### src/rtl/seq_scan_ctrl_if.sv
// Stream, job-control and status bundle for seq_scan_ctrl.
// Signal prefixes are from the controller's point of view (slave modport).
interface seq_scan_ctrl_if #(
    parameter int unsigned PAT_W = 4,
    parameter int unsigned CNT_W = 8
);
    logic             i_start;
    logic [7:0]       i_num_bytes;
    logic [PAT_W-1:0] i_cfg_pattern;
    logic             i_cfg_overlap;
    logic [7:0]       i_in_data;
    logic             i_in_valid;
    logic             o_in_ready;
    logic             o_bit_out;
    logic             o_match;
    logic [CNT_W-1:0] o_match_cnt;
    logic             o_busy;
    logic             o_done;

    modport master (
        output i_start, i_num_bytes, i_cfg_pattern, i_cfg_overlap, i_in_data, i_in_valid,
        input  o_in_ready, o_bit_out, o_match, o_match_cnt, o_busy, o_done
    );

    modport slave (
        input  i_start, i_num_bytes, i_cfg_pattern, i_cfg_overlap, i_in_data, i_in_valid,
        output o_in_ready, o_bit_out, o_match, o_match_cnt, o_busy, o_done
    );
endinterface

### src/rtl/seq_scan_ctrl.sv
// Byte-stream to bit-serial pattern scanner: loads bytes, shifts them MSB-first
// through a programmable Moore matcher, counts matches and flags job completion.
module seq_scan_ctrl #(
    parameter int unsigned PAT_W = 4,
    parameter int unsigned CNT_W = 8
) (
    input logic           clk,
    input logic           rst_n,
    seq_scan_ctrl_if.slave s_bus
);
    localparam int unsigned FILL_W = $clog2(PAT_W + 1);
    localparam logic [FILL_W-1:0] FILL_MAX = FILL_W'(PAT_W);

    typedef enum logic [1:0] {StIdle, StLoad, StShift, StDone} state_e;

    state_e             r_state;
    state_e             w_state_nxt;
    logic [7:0]         r_shift;
    logic [2:0]         r_bit_cnt;
    logic [7:0]         r_bytes_left;
    logic [PAT_W-1:0]   r_pat;
    logic               r_ovl;
    logic [PAT_W-1:0]   r_win;
    logic [FILL_W-1:0]  r_fill;
    logic [CNT_W-1:0]   r_cnt;
    logic               r_match;

    logic               w_start_acc;
    logic               w_accept;
    logic               w_shifting;
    logic [PAT_W-1:0]   w_win_nxt;
    logic [FILL_W-1:0]  w_fill_nxt;
    logic               w_hit;

    assign w_start_acc = (r_state == StIdle) && s_bus.i_start;
    assign w_accept    = (r_state == StLoad) && s_bus.i_in_valid;
    assign w_shifting  = (r_state == StShift);

    // Matcher looks at the window/fill as they will be after this edge.
    assign w_win_nxt  = {r_win[PAT_W-2:0], r_shift[7]};
    assign w_fill_nxt = (r_fill == FILL_MAX) ? FILL_MAX : r_fill + FILL_W'(1);
    assign w_hit      = w_shifting && (w_win_nxt == r_pat) && (w_fill_nxt == FILL_MAX);

    always_comb begin
        w_state_nxt = r_state;
        unique case (r_state)
            StIdle: begin
                if (s_bus.i_start) begin
                    w_state_nxt = (s_bus.i_num_bytes != 8'd0) ? StLoad : StDone;
                end
            end
            StLoad: begin
                if (s_bus.i_in_valid) w_state_nxt = StShift;
            end
            StShift: begin
                if (r_bit_cnt == 3'd7) begin
                    w_state_nxt = (r_bytes_left != 8'd0) ? StLoad : StDone;
                end
            end
            StDone:  w_state_nxt = StIdle;
            default: w_state_nxt = StIdle;
        endcase
    end

    always_ff @(posedge clk or negedge rst_n) begin
        if (!rst_n) begin
            r_state      <= StIdle;
            r_shift      <= '0;
            r_bit_cnt    <= '0;
            r_bytes_left <= '0;
            r_pat        <= '0;
            r_ovl        <= 1'b0;
            r_win        <= '0;
            r_fill       <= '0;
            r_cnt        <= '0;
            r_match      <= 1'b0;
        end else begin
            r_state <= w_state_nxt;
            r_match <= w_hit;
            if (w_start_acc) begin
                r_pat        <= s_bus.i_cfg_pattern;
                r_ovl        <= s_bus.i_cfg_overlap;
                r_bytes_left <= s_bus.i_num_bytes;
                r_cnt        <= '0;
                r_win        <= '0;
                r_fill       <= '0;
            end
            if (w_accept) begin
                r_shift      <= s_bus.i_in_data;
                r_bytes_left <= r_bytes_left - 8'd1;
                r_bit_cnt    <= '0;
            end
            if (w_shifting) begin
                r_shift   <= {r_shift[6:0], 1'b0};
                r_bit_cnt <= r_bit_cnt + 3'd1;
                r_win     <= w_win_nxt;
                // Non-overlapping mode must see a full fresh pattern after each hit.
                r_fill    <= (w_hit && !r_ovl) ? '0 : w_fill_nxt;
                if (w_hit && (r_cnt != '1)) r_cnt <= r_cnt + CNT_W'(1);
            end
        end
    end

    assign s_bus.o_in_ready  = (r_state == StLoad);
    assign s_bus.o_busy      = (r_state == StLoad) || (r_state == StShift);
    assign s_bus.o_done      = (r_state == StDone);
    assign s_bus.o_bit_out   = w_shifting && r_shift[7];
    assign s_bus.o_match     = r_match;
    assign s_bus.o_match_cnt = r_cnt;
endmodule

### src/flat_wrapper.sv
// flat-port wrapper written by rule: the top's interface ports become plain ports
module seq_scan_ctrl_flat 
#(
    parameter int unsigned PAT_W = 4,
    parameter int unsigned CNT_W = 8
)
  (clk, rst_n, s_bus_i_start, s_bus_i_num_bytes, s_bus_i_cfg_pattern, s_bus_i_cfg_overlap, s_bus_i_in_data, s_bus_i_in_valid, s_bus_o_in_ready, s_bus_o_bit_out, s_bus_o_match, s_bus_o_match_cnt, s_bus_o_busy, s_bus_o_done);
  seq_scan_ctrl_if #(.PAT_W(PAT_W), .CNT_W(CNT_W)) s_bus_i ();
  input logic clk;
  input logic rst_n;
  input wire logic [$bits(s_bus_i.i_start)-1:0] s_bus_i_start;
  input wire logic [$bits(s_bus_i.i_num_bytes)-1:0] s_bus_i_num_bytes;
  input wire logic [$bits(s_bus_i.i_cfg_pattern)-1:0] s_bus_i_cfg_pattern;
  input wire logic [$bits(s_bus_i.i_cfg_overlap)-1:0] s_bus_i_cfg_overlap;
  input wire logic [$bits(s_bus_i.i_in_data)-1:0] s_bus_i_in_data;
  input wire logic [$bits(s_bus_i.i_in_valid)-1:0] s_bus_i_in_valid;
  output wire logic [$bits(s_bus_i.o_in_ready)-1:0] s_bus_o_in_ready;
  output wire logic [$bits(s_bus_i.o_bit_out)-1:0] s_bus_o_bit_out;
  output wire logic [$bits(s_bus_i.o_match)-1:0] s_bus_o_match;
  output wire logic [$bits(s_bus_i.o_match_cnt)-1:0] s_bus_o_match_cnt;
  output wire logic [$bits(s_bus_i.o_busy)-1:0] s_bus_o_busy;
  output wire logic [$bits(s_bus_i.o_done)-1:0] s_bus_o_done;
  assign s_bus_i.i_start = s_bus_i_start;
  assign s_bus_i.i_num_bytes = s_bus_i_num_bytes;
  assign s_bus_i.i_cfg_pattern = s_bus_i_cfg_pattern;
  assign s_bus_i.i_cfg_overlap = s_bus_i_cfg_overlap;
  assign s_bus_i.i_in_data = s_bus_i_in_data;
  assign s_bus_i.i_in_valid = s_bus_i_in_valid;
  assign s_bus_o_in_ready = s_bus_i.o_in_ready;
  assign s_bus_o_bit_out = s_bus_i.o_bit_out;
  assign s_bus_o_match = s_bus_i.o_match;
  assign s_bus_o_match_cnt = s_bus_i.o_match_cnt;
  assign s_bus_o_busy = s_bus_i.o_busy;
  assign s_bus_o_done = s_bus_i.o_done;
  seq_scan_ctrl #(.PAT_W(PAT_W), .CNT_W(CNT_W)) u_core (.clk(clk), .rst_n(rst_n), .s_bus(s_bus_i));
endmodule
### config.mk
export PLATFORM = sky130hd
export DESIGN_NAME = seq_scan_ctrl_flat
export DESIGN_NICKNAME = d
export VERILOG_FILES = /design/src/rtl/seq_scan_ctrl_if.sv /design/src/rtl/seq_scan_ctrl.sv /design/src/flat_wrapper.sv
export SDC_FILE = /design/constraint.sdc
export NUM_CORES = 1
export LEC_CHECK = 0
export BUFFER_PORTS_ARGS = -buffer_cell sky130_fd_sc_hd__buf_2
export CELL_PAD_IN_SITES_DETAIL_PLACEMENT = 0
export CELL_PAD_IN_SITES_GLOBAL_PLACEMENT = 1
export CORE_MARGIN = 4
export CORE_UTILIZATION = 46
export CTS_BUF_LIST = sky130_fd_sc_hd__clkbuf_16
export CTS_CLUSTER_DIAMETER = 50
export DETAILED_ROUTE_END_ITERATION = 16
export PLACE_DENSITY = 0.82
export SETUP_SLACK_MARGIN = 0.1
export SLEW_MARGIN = 20
export SYNTH_ARGS = -nofsm -noshare
export SYNTH_HDL_FRONTEND = slang
export SYNTH_SLANG_ARGS = --single-unit
### constraint.sdc
create_clock -name clk -period 4.3 [get_ports clk]
set_input_delay 0.645 -clock clk [delete_from_list [all_inputs] [get_ports clk]]
set_output_delay 0.645 -clock clk [all_outputs]
set_load 0.02 [all_outputs]
==> impl_metrics.tcl <==
set metrics [dict create \
    outcome "finished, final reports clean" \
    dr_wl_met3_um 176 \
    crit_arrival_ps 1620 \
    synth_top_family_by_area "simple AND/OR/NAND/NOR gates" \
    clock_skew_ps 4.72 \
    end_kind "primary output" \
    fin_util_pct 58.4 \
    routed_wl_um 4450 \
    syn_inst 226 \
    final_cell_mix "41 x dfrtp_1, 37 x nand2_1, 37 x buf_2, 22 x o21ai_0, 16 x nor2_1" \
    cts_resized 0 \
    grt_pass1_vias 1791 \
    worst_ir_drop_vdd_uv 356 \
    drtIter0Drc 90 \
    wl_per_cell_um 14.0 \
    numCtsBuffers 5 \
    regArea_um2 1030 \
    place_hpwl_um 3190 \
    worstPathRequired_ps 3650 \
    die_w_um 77.0 \
    htree_levels 2 \
    final_nets 301 \
    p_leak_nw 1.28 \
    cts_tree "yes" \
    whs_ps 489 \
    die_height_um 77.0 \
    critPathMaxFanout 33 \
    vias_per_cell 5.52 \
    synth_top_area_share_pct 46.8 \
    cap_viol_max_count 0 \
    ff2ff_setup_slack_ps 2090 \
    firstDrtPassIters 4 \
    syn-cell-area_um2 2190 \
    rows 24 \
    postCtsSetupBuffers 0 \
    p_per_area_nw_per_um2 659 \
    yosysSeqAreaShare_pct 46.8 \
    cts-root-buf "clkbuf_16" \
    period_share_pct 52.7 \
    dieArea_um2 5930 \
    grt_max_degree 42 \
    finalMaxSlewViolations 0 \
    yosys.area_share.adder_pct 6.85 \
    hold_buffers 0 \
    grt_first_pass_wirelength_um 8000 \
    synth-xor-area-share_pct 2.80 \
    ios 38 \
    path_clk_slew_ps 60 \
    antenna_found_initial 0 \
    drc 0 \
    fmax_mhz 441 \
    multiInputGateArea_um2 1100 \
    initial_utilization_pct 49.0 \
    relSlewSlack_pct 41.4 \
    layout_commonest_cell "dfrtp_1" \
    dp_slack_ps 2090 \
    min_period_ps 2270 \
    worst_pin_slew_ps 880 \
    total_power_mw 1.72 \
    clk_latency_ps 280 \
    syn-num-nets 263 \
    post_synth_mux_area_share_pct 6.74 \
    clock_path_buffers 2 \
    coreArea_um2 4470 \
    gr-usage-all-layers_pct 16.3 \
    yosys_register_bits 41 \
    hp-class "in -> async" \
    synth-compound-area-share_pct 15.2 \
    grt_overflow_total 0 \
    cts.sinks 41 \
    antennaDiodeCount 0 \
    critical_path_class "reg -> out" \
    finalSetupViolCount 0 \
    highest_layer "met4" \
    rsz0062_at_grt "no" \
    portBuffers 37 \
    place.gp.congestion 0.782 \
    yosys_warnings 0 \
    drtAntennaViolNets 0 \
    layout_setup_ws_ps 2030 \
    worst_setup_path_start_kind "register" \
    setup_tns_ps 0 \
    area_growth_pct 19.2 \
    netlist_top_cells_area "dfrtp_1 47%, ha_1 6.8%, nand2_1 6.3%" \
    yosysTopAreaCell "dfrtp_1" \
    hold_viol 0 \
    drive_gt1_share_pct 23.0 \
    wl_met1_um 2100 \
    synth.distinct_cells 42 \
    synth-simple-area-share_pct 18.5 \
    vias 1750 \
    avgSynthCellArea_um2 9.70 \
    wl_met2_um 2120 \
    nFillCells 409 \
]
==> cells by family after synthesis <==
logic type / Yosys count
buf+inv: 18
xor+xnor: 7
fa+ha+maj: 12
flops: 41
compound gates: 52
simple gates: 82
mux: 14
==> flip-flops by register name (all words and copies together) (netlist names), 2 cells and up <==
register                  cells
u_core.s_bus.o_match_cnt      8
u_core.r_shift                8
u_core.r_bytes_left           8
u_core.r_state                2
u_core.r_bit_cnt              3
u_core.r_pat                  4
u_core.r_win                  3
u_core.r_fill                 3
==> area by class of cell <==
type	count	area share, %
Clock buffer	5	4.79
Tap cell	52	2.49
Timing Repair Buffer	38	7.38
Inverter	11	1.58
Multi-Input combinational cell	167	42.0
Sequential cell	41	39.3
Clock inverter	3	2.49
==> path summary, 6_finish.rpt <==
path / from / end / cells after the start
worst max-delay path: u_core.r_state[0]$_DFFE_PN0P_ / s_bus_o_bit_out / 5
worst min-delay path: rst_n / u_core.s_bus.o_match_cnt[4]$_DFF_PN0_ / 1
worst max register to register: u_core.r_state[0]$_DFFE_PN0P_ / u_core.s_bus.o_match_cnt[3]$_DFF_PN0_ / 8
worst min register to register: u_core.r_shift[4]$_DFFE_PN0P_ / u_core.r_shift[5]$_DFFE_PN0P_ / 2
max in group asynchronous: rst_n / u_core.s_bus.o_match_cnt[6]$_DFF_PN0_ / 1
min in group clk: u_core.r_shift[4]$_DFFE_PN0P_ / u_core.r_shift[5]$_DFFE_PN0P_ / 2
==> metal layers <==
layer	vias up	GRT usage, %
met5	-	0
met4	0	5.52
met1	840	21.6
met3	6	3.16
met2	39	26.7
li1	865	-
==> critical path: stages, from the launching register on <==
cell	delay, ps
dfrtp_1	400
inv_1	120
ha_1	150
buf_4	290
and2_1	200
buf_2	170
==> metrics by stage <==
step,cell area [µm²],instances
finish,2610,317
global route,2610,317
CTS,2610,317
detailed placement,2420,309
global placement,2420,309
floorplan,2190,226
==> Yosys cell counts, drive strengths merged <==
cell type,instances
a211oi,2
a31o,1
inv,11
o21ai,22
a221o,2
xnor2,3
a31oi,3
nor2,16
a21o,3
a21oi,9
clkbuf,6
mux2,6
nand4b,1
nor3,8
o41ai,1
nand3,7
o211ai,2
dfrtp,41
or4,2
nor4,2
a22o,2
nor4b,1
a311oi,1
a22oi,1
nand2b,2
o21a,1
and2,3
mux2i,8
and3,2
buf,1
a222oi,1
ha,12
or3b,1
nand2,37
xor2,4
a211o,1
==> report_power, final <==
part	switching, mW	total (mW)	internal (mW)	leakage (nW)
clock	0.148	0.480	0.331	0.0938
combinational	0.361	0.606	0.245	0.667
sequential	0.110	0.636	0.526	0.523
total	0.619	1.72	1.10	1.28
(Power assumes the default switching activity.)
